### src/rtl/bsg_mcl_tx_packer.sv
// Packs in_width_p-bit host words into one out_width_p-bit manycore-link request packet,
// holds it for a valid/ready drain, and reports TX vacancy and transmit-complete.

module bsg_mcl_tx_packer_chk #(
   parameter int out_width_p = 128,
   parameter int words_lp    = 4,
   parameter int cnt_w_lp    = 2
) (
   input logic                   clk_i,
   input logic                   reset_n_i,
   input logic                   out_v_i,
   input logic                   out_ready_i,
   input logic [out_width_p-1:0] out_data_i,
   input logic [cnt_w_lp-1:0]    cnt_i
);

   hold_stable_a: assert property (@(posedge clk_i)
      (reset_n_i && out_v_i && !out_ready_i) |=> (out_v_i && $stable(out_data_i)))
      else $error("held packet changed before drain");

   cnt_range_a: assert property (@(posedge clk_i) (32'(cnt_i) < 32'(words_lp)))
      else $error("staging count out of range");

endmodule

module bsg_mcl_tx_packer #(
   parameter int in_width_p  = 32,
   parameter int out_width_p = 128
) (
   input  logic                   clk_i,
   input  logic                   reset_n_i,
   input  logic                   flush_i,
   input  logic                   in_v_i,
   input  logic [in_width_p-1:0]  in_data_i,
   output logic                   in_ready_o,
   output logic                   out_v_o,
   output logic [out_width_p-1:0] out_data_o,
   input  logic                   out_ready_i,
   output logic [31:0]            tdfv_o,
   output logic                   tx_complete_o,
   output logic [31:0]            pkt_count_o
);

   localparam int words_lp   = out_width_p / in_width_p;
   localparam int cnt_w_lp   = $clog2(words_lp);
   localparam int stage_w_lp = out_width_p - in_width_p;
   localparam logic [cnt_w_lp-1:0] last_cnt_lp = cnt_w_lp'(words_lp - 1);

   logic [cnt_w_lp-1:0]    cnt_r, cnt_s;
   logic [stage_w_lp-1:0]  stage_r, stage_s;
   logic                   out_v_r, out_v_s;
   logic [out_width_p-1:0] out_data_r, out_data_s;
   logic                   tx_complete_r, tx_complete_s;
   logic [31:0]            pkt_count_r, pkt_count_s;
   logic                   in_ready_r, in_ready_s;
   logic [31:0]            tdfv_r, tdfv_s;
   logic                   accept_s, drain_s;

   // Next-state: staging, packet load/drain, and the flow-control/vacancy view of that state.
   always_comb begin
      cnt_s         = cnt_r;
      stage_s       = stage_r;
      out_v_s       = out_v_r;
      out_data_s    = out_data_r;
      tx_complete_s = 1'b0;
      pkt_count_s   = pkt_count_r;
      accept_s      = in_v_i & in_ready_r;
      drain_s       = out_v_r & out_ready_i;

      // A flush wins over a same-cycle word; the held packet is already committed.
      if (flush_i) begin
         cnt_s = '0;
      end else if (accept_s) begin
         if (cnt_r == last_cnt_lp) begin
            out_v_s    = 1'b1;
            out_data_s = {in_data_i, stage_r};
            cnt_s      = '0;
         end else begin
            stage_s[in_width_p*cnt_r +: in_width_p] = in_data_i;
            cnt_s = cnt_r + cnt_w_lp'(1);
         end
      end else begin
         cnt_s = cnt_r;
      end

      // in_ready gating keeps a load and a drain from landing on the same edge.
      if (drain_s) begin
         out_v_s       = 1'b0;
         tx_complete_s = 1'b1;
         pkt_count_s   = pkt_count_r + 32'd1;
      end else begin
         tx_complete_s = 1'b0;
      end

      in_ready_s = (cnt_s != last_cnt_lp) | ~out_v_s;
      tdfv_s     = (out_v_s ? 32'd0 : 32'(words_lp)) + 32'(words_lp) - 32'(cnt_s);
   end

   // State and output registers with synchronous active-low reset.
   always_ff @(posedge clk_i) begin
      if (!reset_n_i) begin
         cnt_r         <= '0;
         stage_r       <= '0;
         out_v_r       <= 1'b0;
         out_data_r    <= '0;
         tx_complete_r <= 1'b0;
         pkt_count_r   <= 32'd0;
         in_ready_r    <= 1'b1;
         tdfv_r        <= 32'(2 * words_lp);
      end else begin
         cnt_r         <= cnt_s;
         stage_r       <= stage_s;
         out_v_r       <= out_v_s;
         out_data_r    <= out_data_s;
         tx_complete_r <= tx_complete_s;
         pkt_count_r   <= pkt_count_s;
         in_ready_r    <= in_ready_s;
         tdfv_r        <= tdfv_s;
      end
   end

   assign in_ready_o    = in_ready_r;
   assign out_v_o       = out_v_r;
   assign out_data_o    = out_data_r;
   assign tdfv_o        = tdfv_r;
   assign tx_complete_o = tx_complete_r;
   assign pkt_count_o   = pkt_count_r;

   bsg_mcl_tx_packer_chk #(
      .out_width_p(out_width_p),
      .words_lp   (words_lp),
      .cnt_w_lp   (cnt_w_lp)
   ) chk (
      .clk_i      (clk_i),
      .reset_n_i  (reset_n_i),
      .out_v_i    (out_v_r),
      .out_ready_i(out_ready_i),
      .out_data_i (out_data_r),
      .cnt_i      (cnt_r)
   );

endmodule

### config.mk
export PLATFORM = sky130hd
export DESIGN_NAME = bsg_mcl_tx_packer
export DESIGN_NICKNAME = d
export VERILOG_FILES = /design/src/rtl/bsg_mcl_tx_packer.sv
export SDC_FILE = /design/constraint.sdc
export NUM_CORES = 1
export LEC_CHECK = 0
export BUFFER_PORTS_ARGS = -buffer_cell sky130_fd_sc_hd__buf_4
export CAP_MARGIN = 20
export CORE_UTILIZATION = 35
export CTS_BUF_LIST = sky130_fd_sc_hd__clkbuf_8
export CTS_CLUSTER_DIAMETER = 100
export DETAILED_ROUTE_END_ITERATION = 8
export GPL_TIMING_DRIVEN = 0
export HOLD_SLACK_MARGIN = 0.12
export PLACE_DENSITY = 0.66
export SYNTH_ARGS = -nofsm -noshare
export SYNTH_HDL_FRONTEND = slang
export SYNTH_SLANG_ARGS = --single-unit
### constraint.sdc
create_clock -name clk_i -period 4.8 [get_ports clk_i]
set_input_delay 0.96 -clock clk_i [delete_from_list [all_inputs] [get_ports clk_i]]
set_output_delay 0.96 -clock clk_i [all_outputs]
set_load 0.1 [all_outputs]
### After elaboration in Yosys (flattened, before gate mapping)

Cells that the tools add are included.

| word-level totals | value |
|---|---|
| flip-flop bits (word level) | 293 |
| output and inout port bits | 195 |
| logic and storage cells | 35 |

| operators by class | value |
|---|---|
| $add $sub $neg | 5 |
| equal/unequal tests | 2 |
| shift operators | 2 |
| mux-type cells | 10 |
| bitwise logic cells | 6 |
| reductions and logical operators | 2 |

Operator list:

| operator | count |
|---|---|
| $bwmux W96 | 1 |
| $shift A32 B34 Y96 const A | 1 |
| $shiftx A32 B34 Y96 | 1 |
| $neg A7 Y34 | 1 |
| $add A32 B1 Y32 const B | 1 |
| $mux W2 | 3 |
| $reduce_and A3 Y1 | 2 |
| $mux W1 | 5 |
| $sub A4 B2 Y5 | 1 |
| $add A3 B3 Y4 const B | 1 |
| $mux W3 | 1 |
| $not A1 Y1 | 3 |
| $add A2 B1 Y2 const B | 1 |
| $and A1 B1 Y1 | 2 |
| $eq A2 B2 Y1 const B | 1 |
| $ne A2 B2 Y1 const B | 1 |
| $or A1 B1 Y1 | 1 |

### Depth between registers and ports, before layout

| depth | value |
|---|---|
| depth after elaboration | 8 |
| mapped depth | 9 |

### Worst setup path before layout

Ideal clock, no wire load.

| timing | value |
|---|---|
| path kind | register to register |
| start | register pkt_count_r[7], in the netlist pkt_count_o[7] |
| end | register pkt_count_r[16], in the netlist pkt_count_o[16] |
| setup time | 70 ps |
| arrival | 2349 ps |
| data required time | 4730 ps |
| path slack | 2380 ps |
| stages on the path, launching flop included | 6 |
| path buffers | 1 |
| clock period less this slack | 2420 ps |
| cell sequence | dfxtp_1 > and4_4 > nand2_1 > buf_2 > or4_1 > a21oi_1 |

| between the ends | value |
|---|---|
| word-level cells in the longest chain between the ends | 1 |

RTL lines:

| item | RTL line | RTL |
|---|---|---|
| start: declaration | 54 | `logic [31:0] pkt_count_r, pkt_count_s;` |
| start signal: assignment | 116 | `pkt_count_r <= pkt_count_s;` |
| $add A32 B1 Y32 | 90 | `pkt_count_s = pkt_count_r + 32'd1;` |

No other way between the ends.
A chain may end at the register's enable or synchronous reset.

### Worst setup path after layout

| timing | value |
|---|---|
| start | register cnt_r[0] |
| end | register out_data_r[35], in the netlist out_data_o[35] |

| between the ends | value |
|---|---|
| word-level cells in the longest chain between the ends | 2 |

RTL lines:

| item | RTL line | RTL |
|---|---|---|
| start: declaration | 49 | `logic [cnt_w_lp-1:0] cnt_r, cnt_s;` |
| start signal: assignment | 111 | `cnt_r <= cnt_s;` |
| $eq A2 B2 Y1 | 74 | `if (cnt_r == last_cnt_lp) begin` |
| $reduce_and A3 Y1 (no source line) | -- |  |
| end signal: assignment | 114 | `out_data_r <= out_data_s;` |
| end: declaration | 52 | `logic [out_width_p-1:0] out_data_r, out_data_s;` |

No other way between the ends.

==> results.json <==
{
  "die_h_microns": 171,
  "fin_crit_sh_pct": 53.8,
  "post_cts_resize_count": 0,
  "cts.clk_slew.worst_paths_ns": 0.06,
  "p_per_area_nw_per_um2": 347,
  "ys_ff_latch": 264,
  "fin_nets": 1560,
  "cts_buffers": 45,
  "globalplace.congestion": 0.864,
  "postCtsHoldBufs": 0,
  "ys_seq_area_share_pct": 52.8,
  "die-area_sq_um": 29300,
  "status": "complete, no violations",
  "grt_max_degree": 14,
  "peakVddDrop_mv": 0.182,
  "yosysTopAreaCell": "dfxtp_1",
  "synthCells": 1238,
  "min_period_ns": 2.58,
  "final_cells": 1927,
  "skew_ns": 0.0312,
  "total_power_mw": 4.52,
  "setup_violations": 0,
  "drcViolationCount": 0,
  "cp.arrival_ns": 3.08,
  "max_freq_ghz": 0.387,
  "initial_core_util_pct": 35.8,
  "endpoint_kind": "flop",
  "post_synth.cell_area_avg_sq_um": 8.08,
  "multi_input_area_sq_um": 4170,
  "finalInstanceArea_sq_um": 13000,
  "place_ws_ns": 1.85,
  "grt_pass1_vias": 8614,
  "syn-cell-area_sq_um": 10000,
  "antenna_cells": 0,
  "row_count": 61,
  "antenna_found_initial": 0,
  "worstSkewPairLatency_ns": 0.58,
  "fin_setup_tns_ns": 0,
  "critical_path_class": "flop to flop",
  "worst_slack_ns": 2.22,
  "synth_flop_cell": "dfxtp_1",
  "fin_util_pct": 46.6,
  "grt_usage_pct": 20.6,
  "io_pins": 232,
  "syn2layout_area_growth_pct": 30.1,
  "vias_per_cell": 4.93,
  "numClockSinks": 264,
  "h-tree-depth": 2,
  "slew_headroom_pct": 42.3,
  "seqCellArea_sq_um": 5290,
  "synth_common_cells": "nand2_1 (367), dfxtp_1 (264), a21oi_1 (244)",
  "hold_class": "flop to flop",
  "grt_overflow": 0,
  "maxCapViolCount": 0,
  "cts_tree": "done",
  "required_ns": 5.30,
  "drive_gt1_share_pct": 20.5,
  "slew_viol_final": 0,
  "grt_pass1_wl_mm": 46.6,
  "die_w_microns": 171,
  "vias": 9496,
  "path_max_fanout": 10,
  "startpoint_type": "flop",
  "synth_edf_count": 0,
  "synth_area_leaders": "dfxtp_1 (53%), nand2_1 (14%), a21oi_1 (12%)",
  "async_reset_ff_share_pct": 0,
  "p_leak_nw": 4.96,
  "synth_most_common_cell": "nand2_1",
  "core_area_sq_um": 27900,
  "timing.hold.ws_ns": 0.450,
  "cts-root-buf": "clkbuf_8",
  "ys_types": 38,
  "tightest_slew_ns": 0.865,
  "finalHoldViolations": 0,
  "dpl_cell_area_sq_um": 12100,
  "yosys_warnings": 0,
  "antenna_left": 0,
  "cts_buffer_depth": 3,
  "port_buffers": 203,
  "first_pass_iters": 5,
  "fillers": 2843,
  "drt-total-wl_mm": 30.6,
  "dp.cells": 1846,
  "drt_iter0_drc": 715,
  "rsz0062_at_grt": "no",
  "post_cts_buffers": 0,
  "hpwl_mm": 22.8,
  "synth_top_area_share_pct": 52.8,
  "wire_per_inst_microns": 15.9
}
flip-flops by register name, summed over array words and instances (netlist names):
register and count:
tdfv_o 3, out_data_o 128, pkt_count_o 32, in_ready_o 1, tx_complete_o 1, out_v_o 1, stage_r 96, cnt_r 2
routing by layer:
metal,track usage (%),vias to the layer above,wire (microns)
met5,0,-,0
met4,7.53,0,852
met3,4.70,66,2470
met2,32.5,331,13900
met1,27.3,4406,13300
li1,-,4693,-
cells in the final DEF (no fill, tap or decap), types with 5 or more instances in the layout:
master    instances
clkbuf_1         81
and4_1            5
o21ai_0           5
clkbuf_8         55
buf_2            14
o31ai_1          15
nand2_1         367
nand4_1          42
xor2_1           10
ha_1              8
nor2_1           16
a21oi_1         244
dfxtp_1         264
buf_4           232
and2_1            6
conb_1           28
clkinv_2          5
inv_1            24
nand3_1          75
or4_1            15
critical path, stage by stage (launching register included):
cell and delay, ns:
dfxtp_1 0.53, ha_1 0.29, nor3b_1 0.28, clkbuf_1 0.66, clkbuf_1 0.45, nand2_1 0.17
a21oi_1 0.15
kinds of logic after synthesis:
| group | share of synthesized area [%] |
|---|---|
| adder cells (fa/ha/maj) | 1.00 |
| flip-flops | 52.8 |
| multiplexers | 0.300 |
| XOR/XNOR | 1.05 |
| AO/OA/AOI/OAI | 13.8 |
| buffers and inverters | 6.51 |
| other | 0.0375 |
| AND/OR/NAND/NOR | 24.5 |
where the power goes:
group / internal [mW] / switching, mW
Combinational: 0.0643 / 0.234
Sequential: 2.21 / 0.00777
Clock: 1.10 / 0.913
Total: 3.37 / 1.16
layout make-up:
cell class,instances,share of cell area [%]
Timing Repair Buffer,203,11.7
Buffer,128,4.78
Inverter,8,0.231
Sequential cell,264,40.6
Multi-Input combinational cell,865,32.1
Clock buffer,55,5.81
Tap cell,378,3.63
Clock inverter,26,1.19
path summary, 6_finish.rpt:
check / startpoint / cells after the start / endpoint / slack, ns
max: cnt_r[0]$_SDFF_PN0_ / 6 / out_data_o[35]$_SDFFE_PN0P_ / 2.22
min reg2reg: stage_r[33]$_SDFFE_PN0P_ / 2 / out_data_o[33]$_SDFFE_PN0P_ / 0.45
max reg2reg: cnt_r[0]$_SDFF_PN0_ / 6 / out_data_o[35]$_SDFFE_PN0P_ / 2.22
min: stage_r[33]$_SDFFE_PN0P_ / 2 / out_data_o[33]$_SDFFE_PN0P_ / 0.45
Note: power is estimated with default switching activity, not from simulation.
